$ cat config.mk
export PLATFORM = sky130hd
export DESIGN_NAME = node_id_scanner
export DESIGN_NICKNAME = d
export VERILOG_FILES = /design/src/rtl/node_id_scanner_pkg.sv /design/src/rtl/node_id_scanner_lane.sv /design/src/rtl/node_id_scanner.sv
export SDC_FILE = /design/constraint.sdc
export NUM_CORES = 1
export LEC_CHECK = 0
export CELL_PAD_IN_SITES_DETAIL_PLACEMENT = 1
export CELL_PAD_IN_SITES_GLOBAL_PLACEMENT = 2
export CORE_UTILIZATION = 28
export CTS_CLUSTER_SIZE = 30
export DETAILED_ROUTE_END_ITERATION = 7
export PLACE_DENSITY = 0.78
export SETUP_SLACK_MARGIN = 0.5
export SYNTH_ARGS = -nofsm -noshare
export SYNTH_HDL_FRONTEND = slang
export SYNTH_HIERARCHICAL = 1
export SYNTH_SLANG_ARGS = --single-unit
$ cat constraint.sdc
create_clock -name clk -period 7.55 [get_ports clk]
set_clock_uncertainty 0.05 [all_clocks]
set_input_delay 1.51 -clock clk [delete_from_list [all_inputs] [get_ports clk]]
set_output_delay 1.51 -clock clk [all_outputs]
set_load 0.02 [all_outputs]
$ cat src/rtl/node_id_scanner_pkg.sv
// node_id_scanner_pkg: gene field offsets, layer codes and scanner FSM states.
// Rev 1.0
`default_nettype none

package node_id_scanner_pkg;

    localparam int c_GENE_SZ   = 64;
    localparam int c_ATTR_SZ   = 8;
    localparam int c_NODE_LSB  = 5 * c_ATTR_SZ;
    localparam int c_LAYER_LSB = 7 * c_ATTR_SZ - 3;

    localparam logic [1:0] LAYER_HIDDEN = 2'b00;
    localparam logic [1:0] LAYER_INPUT  = 2'b01;
    localparam logic [1:0] LAYER_OUTPUT = 2'b10;
    localparam logic [1:0] LAYER_BIAS   = 2'b11;

    typedef enum logic [1:0] {
        S_IDLE = 2'd0,
        S_SCAN = 2'd1,
        S_DONE = 2'd2
    } scan_state_e;

endpackage

`default_nettype wire

$ cat src/rtl/node_id_scanner_lane.sv
// node_id_lane: per-layer max node ID register and saturating gene counter.
// Rev 1.0
`default_nettype none

module node_id_lane #(
    parameter int ATTR_SZ = 8,
    parameter int CNT_W   = 8
) (
    input  logic               clk,
    input  logic               rst,
    input  logic               clr,
    input  logic               upd,
    input  logic [ATTR_SZ-1:0] id,
    output logic [ATTR_SZ-1:0] max_o,
    output logic [CNT_W-1:0]   cnt_o
);

    logic [ATTR_SZ-1:0] max_q;
    logic [CNT_W-1:0]   cnt_q;

    always_ff @(posedge clk) begin
        if (!rst) begin
            max_q <= '0;
            cnt_q <= '0;
        end else if (clr) begin
            max_q <= '0;
            cnt_q <= '0;
        end else if (upd) begin
            if (id > max_q) begin
                max_q <= id;
            end
            if (cnt_q != '1) begin
                cnt_q <= cnt_q + CNT_W'(1);
            end
        end
    end

    assign max_o = max_q;
    assign cnt_o = cnt_q;

endmodule

`default_nettype wire

$ cat src/rtl/node_id_scanner.sv
// node_id_scanner: streams node genes, tracks per-layer max ID / count, reports next free ID.
// Rev 1.0
`default_nettype none

module node_id_scanner
    import node_id_scanner_pkg::*;
#(
    parameter int GENE_SZ    = c_GENE_SZ,
    parameter int ATTR_SZ    = c_ATTR_SZ,
    parameter int NODE_LSB   = 5 * ATTR_SZ,
    parameter int LAYER_LSB  = 7 * ATTR_SZ - 3,
    parameter int NUM_LAYERS = 4,
    parameter int CNT_W      = 8
) (
    input  logic                          clk,
    input  logic                          rst,
    input  logic                          start,
    input  logic                          gene_valid,
    output logic                          gene_ready,
    input  logic                          gene_last,
    input  logic [GENE_SZ-1:0]            gene_in,
    output logic [NUM_LAYERS*ATTR_SZ-1:0] layer_max,
    output logic [NUM_LAYERS*CNT_W-1:0]   layer_cnt,
    output logic [ATTR_SZ-1:0]            next_node_id,
    output logic                          id_overflow,
    output logic                          busy,
    output logic                          done
);

    scan_state_e        state_q, state_d;
    logic [ATTR_SZ-1:0] next_id_q, next_id_d;
    logic               ovf_q, ovf_d;
    logic               done_q;

    logic                  w_clr;
    logic                  w_accept;
    logic [1:0]            w_layer;
    logic [ATTR_SZ-1:0]    w_id;
    logic [NUM_LAYERS-1:0] w_upd;
    logic [ATTR_SZ-1:0]    w_max [NUM_LAYERS];
    logic [ATTR_SZ-1:0]    w_gmax;
    logic                  w_unused;

    // Only the layer and node ID fields matter here; the rest of the gene is ignored.
    assign w_unused = ^gene_in;
    assign w_layer  = gene_in[LAYER_LSB +: 2];
    assign w_id     = gene_in[NODE_LSB +: ATTR_SZ];
    assign w_clr    = (state_q == S_IDLE) && start;
    assign w_accept = (state_q == S_SCAN) && gene_valid;

    always_comb begin
        state_d = state_q;
        case (state_q)
            S_IDLE:  if (start) state_d = S_SCAN;
            S_SCAN:  if (gene_valid && gene_last) state_d = S_DONE;
            S_DONE:  state_d = S_IDLE;
            default: state_d = S_IDLE;
        endcase
    end

    generate
        for (genvar k = 0; k < NUM_LAYERS; k++) begin : g_lane
            // Codes without a lane never match, so they are accepted but not counted.
            assign w_upd[k] = w_accept && (32'(w_layer) == k);

            node_id_lane #(
                .ATTR_SZ (ATTR_SZ),
                .CNT_W   (CNT_W)
            ) u_lane (
                .clk   (clk),
                .rst   (rst),
                .clr   (w_clr),
                .upd   (w_upd[k]),
                .id    (w_id),
                .max_o (w_max[k]),
                .cnt_o (layer_cnt[k*CNT_W +: CNT_W])
            );

            assign layer_max[k*ATTR_SZ +: ATTR_SZ] = w_max[k];
        end
    endgenerate

    always_comb begin
        w_gmax = '0;
        for (int k = 0; k < NUM_LAYERS; k++) begin
            if (w_max[k] > w_gmax) begin
                w_gmax = w_max[k];
            end
        end
    end

    always_comb begin
        next_id_d = next_id_q;
        ovf_d     = ovf_q;
        if (w_clr) begin
            next_id_d = '0;
            ovf_d     = 1'b0;
        end else if (state_q == S_DONE) begin
            ovf_d     = (w_gmax == '1);
            next_id_d = (w_gmax == '1) ? '1 : w_gmax + ATTR_SZ'(1);
        end
    end

    always_ff @(posedge clk) begin
        if (!rst) begin
            state_q   <= S_IDLE;
            next_id_q <= '0;
            ovf_q     <= 1'b0;
            done_q    <= 1'b0;
        end else begin
            state_q   <= state_d;
            next_id_q <= next_id_d;
            ovf_q     <= ovf_d;
            done_q    <= (state_q == S_DONE);
        end
    end

    assign gene_ready   = (state_q == S_SCAN);
    assign busy         = (state_q == S_SCAN);
    assign done         = done_q;
    assign next_node_id = next_id_q;
    assign id_overflow  = ovf_q;

endmodule

`default_nettype wire

==> results.md <==
- Multi-input gate area: 3540 um^2
- Part of the Yosys area used for sequential elements: 28.8%
- Pwr dens: 165 nW/um^2
- DR vias: 5,164
- Setup Slack @ Placement: 0.628 ns
- Top FF cell, synth: dfxtp_1
- RePlAce Congestion: 0.871
- Fmax: 0.150 GHz
- I/O pins: 145
- Root Driver: clkbuf_16
- Psw: 0.000302 W
- Routed vias/inst: 5.32
- Initial antenna violation count: 0
- Number of warning messages in the yosys log: 6
- Clock power frac: 45.3%
- Largest net degree at the start of global routing: 21
- Worst Reg-to-Reg Cells: 27
- R2R Path End: next_node_id[6]
- Clock sink total: 76
- CP max FO: 10
- Clk_lat worst skew: 0.34 ns
- Setup crit start: g_lane[0].u_lane/max_o[5]
- Largest cells by area after synthesis: dfxtp_1, ha_1, a21oi_1
- Levels on crit path: 27
- Clk slew on worst S/H paths: 0.06 ns
- Worst vdd ir: 0.0957 mV
- Crit-path slowest cell: dfxtp_1
- Post-Route WL: 17,400 um
- Core area: 18,200 um^2
- Syn nets: 770
- Startpoint types: register
- Most common cell after layout, fill and taps aside: clkdlybuf4s50_1
- FF+latch area: 1520 um^2
- Met3 usage: 3.10%
- Vias in the first global route: 5,467
- Fin. Hold Viols: 0
- Overflow after GRT: 0
- GR Util met1: 22.0%
- # rows: 49
- WS Path Type: register to register
- Post-Syn Instances: 640
- P_int: 0.000833 W
- Wire length per cell: 18.0 um
- Post-route ant nets: 0
- Sw frac: 26.6%
- Total global-route track usage: 18.5%
- PortBufs: 90
- Chip width: 139 um
- CP required: 7.73 ns
- Num CTS Buffers: 9
- Max-Cap Viols: 0
- Hold path start: g_lane[3].u_lane/cnt_o[4]
- # fillers: 2,116
- Critical Path Most Common Cell: ha_1
- Layout area overhead: 30.0%
- Layout cells sized above 1: 8.77%
- Rel. slew slack: 59.4%
- R2r setup slk: 0.90 ns
- Antenna cells: 0
- Sum Neg Setup Slack: 0 ns
- Reg power frac: 35.8%
- Initial core utilization: 29.0%
- Tightest Hold Check Type: register to register
- Drt first-iter violations: 107
- Worst r2r src: g_lane[0].u_lane/max_o[5]
- First-pass GRT wire length: 28,500 um
- Die area: 19,400 um^2
- Top Family by Delay on Critical Path: simple AND/OR/NAND/NOR gates
- Flops & latches, synth: 76
- Worst path bufs/invs: 2
- Post-Syn Area per Cell: 8.24 um^2
- Grt peak-use layer: met2
- First-pass DRT Iterations: 4
- Design area: 6860 um^2
- Top cell type's share of synthesized area: 28.8%
- Status: complete, no violations
- RSZ-0062 raised after global routing: false
- Least-Margin Pin Slew: 0.608 ns
- Crit path time final: 6.65 ns
- Crit path capture: next_node_id[6]
- DRC: 0
- Combinational Power Share: 18.9%
- Die H: 139 um
- DPL Wire Length: 13,500 um
- CP Capture Type: register
- Yosys top cell by area: dfxtp_1
- Number of synthesized flops with an enable pin: 0
- Max Slew Vio Count: 0
- Ys async rst share: 0%
- Leak pwr: 2.43 nW
- CTS tree: done
- GR Util met2: 33.3%
- Hold_buf cts: 0
- Final net count: 866
- Post-synthesis cell type count: 63
- Commonest non-fill, non-tap cells in the layout: clkdlybuf4s50_1, dfxtp_1, ha_1, inv_1, a21oi_1
- H-tree levels: 3
- Final worst slack: 0.901 ns
- CP max stage delay: 0.49 ns
- Placed cell areas: 6430 um^2
- WP data arrival: 6.83 ns
- Setup Viol. Count Final: 0
- Cell Area, Synth: 5280 um^2
- Period utilization: 88.1%
- Longest Clk Path Bufs: 2
## Yosys cell counts (all sizes together) (2+ instances only)
| library cell | count |
|---|---|
| dfxtp | 76 |
| o21ai | 66 |
| ha | 61 |
| a21oi | 56 |
| inv | 55 |
| nand3 | 52 |
| nor2 | 39 |
| nand2 | 36 |
| nand4 | 19 |
| o211ai | 19 |
| nor2b | 14 |
| xor2 | 13 |
| nor3 | 10 |
| a21o | 9 |
| a31oi | 8 |
| mux2i | 8 |
| xnor2 | 8 |
| a211oi | 7 |
| and2 | 7 |
| and4 | 7 |
| clkbuf | 7 |
| and3 | 6 |
| o211a | 6 |
| and2b | 5 |
| or2 | 5 |
| a211o | 4 |
| a221o | 4 |
| buf | 4 |
| clkinv | 4 |
| nand2b | 4 |
| a221oi | 2 |
| a311o | 2 |
| nor3b | 2 |
| o2111ai | 2 |
## through the flow
| step | total power, W | std cells | util (%) | hold slack (ns) |
|---|---|---|---|---|
| 4_1_cts | 0.00112 | 967 | 37.3 | 0.472 |
| 3_5_place_dp | 0.000605 | 951 | 35.3 | 0.455 |
| 3_3_place_gp | 0.000599 | 951 | 35.3 | 0.438 |
| 2_1_floorplan | 0.000551 | 640 | - | 0.503 |
| 6_report | 0.00113 | 970 | 37.7 | 0.472 |
| 5_1_grt | 0.00119 | 970 | 37.7 | 0.503 |
## worst register-to-register path: cells and delay by family, from the launching register on
| family | cells | cell delay (ns) |
|---|---|---|
| compound gates | 9 | 2.02 |
| fa+ha+maj | 4 | 1.20 |
| buf+inv | 2 | 0.16 |
| flops | 1 | 0.49 |
| mux | 1 | 0.32 |
| simple gates | 11 | 2.32 |
## timing repair
action	in CTS	in global routing
gates resized for setup	0	10
setup buffers	0	2
setup endpoints to repair	0	9
## flip-flops by register name (all words and copies together) (netlist names)
register / flops
g_lane.u_lane/max_o: 32
next_node_id: 8
state_q: 2
id_overflow: 1
g_lane.u_lane/cnt_o: 32
done: 1
## worst min-delay path by stage
stage                                end  slack [ns]  depth (start not counted)
2_1_floorplan  g_lane[0].u_lane/cnt_o[3]        0.50                          1
3_5_place_dp   g_lane[3].u_lane/cnt_o[4]        0.45                          1
3_3_place_gp   g_lane[3].u_lane/cnt_o[4]        0.44                          1
6_report       g_lane[3].u_lane/cnt_o[4]        0.47                          1
4_1_cts        g_lane[3].u_lane/cnt_o[4]        0.47                          1
5_1_grt        g_lane[3].u_lane/cnt_o[4]        0.50                          1
## kinds of logic (layout without fill, tap and decap cells)
group	Yosys count	after routing	synth area share (%)
adder cells (fa/ha/maj)	61	61	14.5
XOR/XNOR	21	21	3.49
AND/OR/NAND/NOR	210	211	21.7
multiplexers	8	8	1.52
buffers and inverters	70	170	5.22
flip-flops	76	76	28.8
AO/OA/AOI/OAI	194	194	24.8
## layer usage
layer | wire, um | up-vias
li1 | - | 2544
met1 | 7740 | 2515
met2 | 8790 | 87
met3 | 635 | 18
met4 | 274 | 0
met5 | 0 | -
## layout make-up
class | instances | share of cell area [%]
multi-input combinational | 495 | 51.6
sequential | 76 | 22.2
timing repair buffer | 95 | 13.7
tap | 229 | 4.18
clock buffer | 12 | 3.74
inverter | 59 | 3.23
clock inverter | 4 | 1.39
## power groups by stage
stage / logic, W / clock network [W] / registers, W
2_1_floorplan: 0.000134 / 0 / 0.000417
3_3_place_gp: 0.000184 / 0 / 0.000416
3_5_place_dp: 0.000189 / 0 / 0.000416
4_1_cts: 0.000191 / 0.000526 / 0.000407
5_1_grt: 0.000237 / 0.000547 / 0.000407
6_report: 0.000214 / 0.000514 / 0.000407
Note: power is estimated with default switching activity, not from simulation.
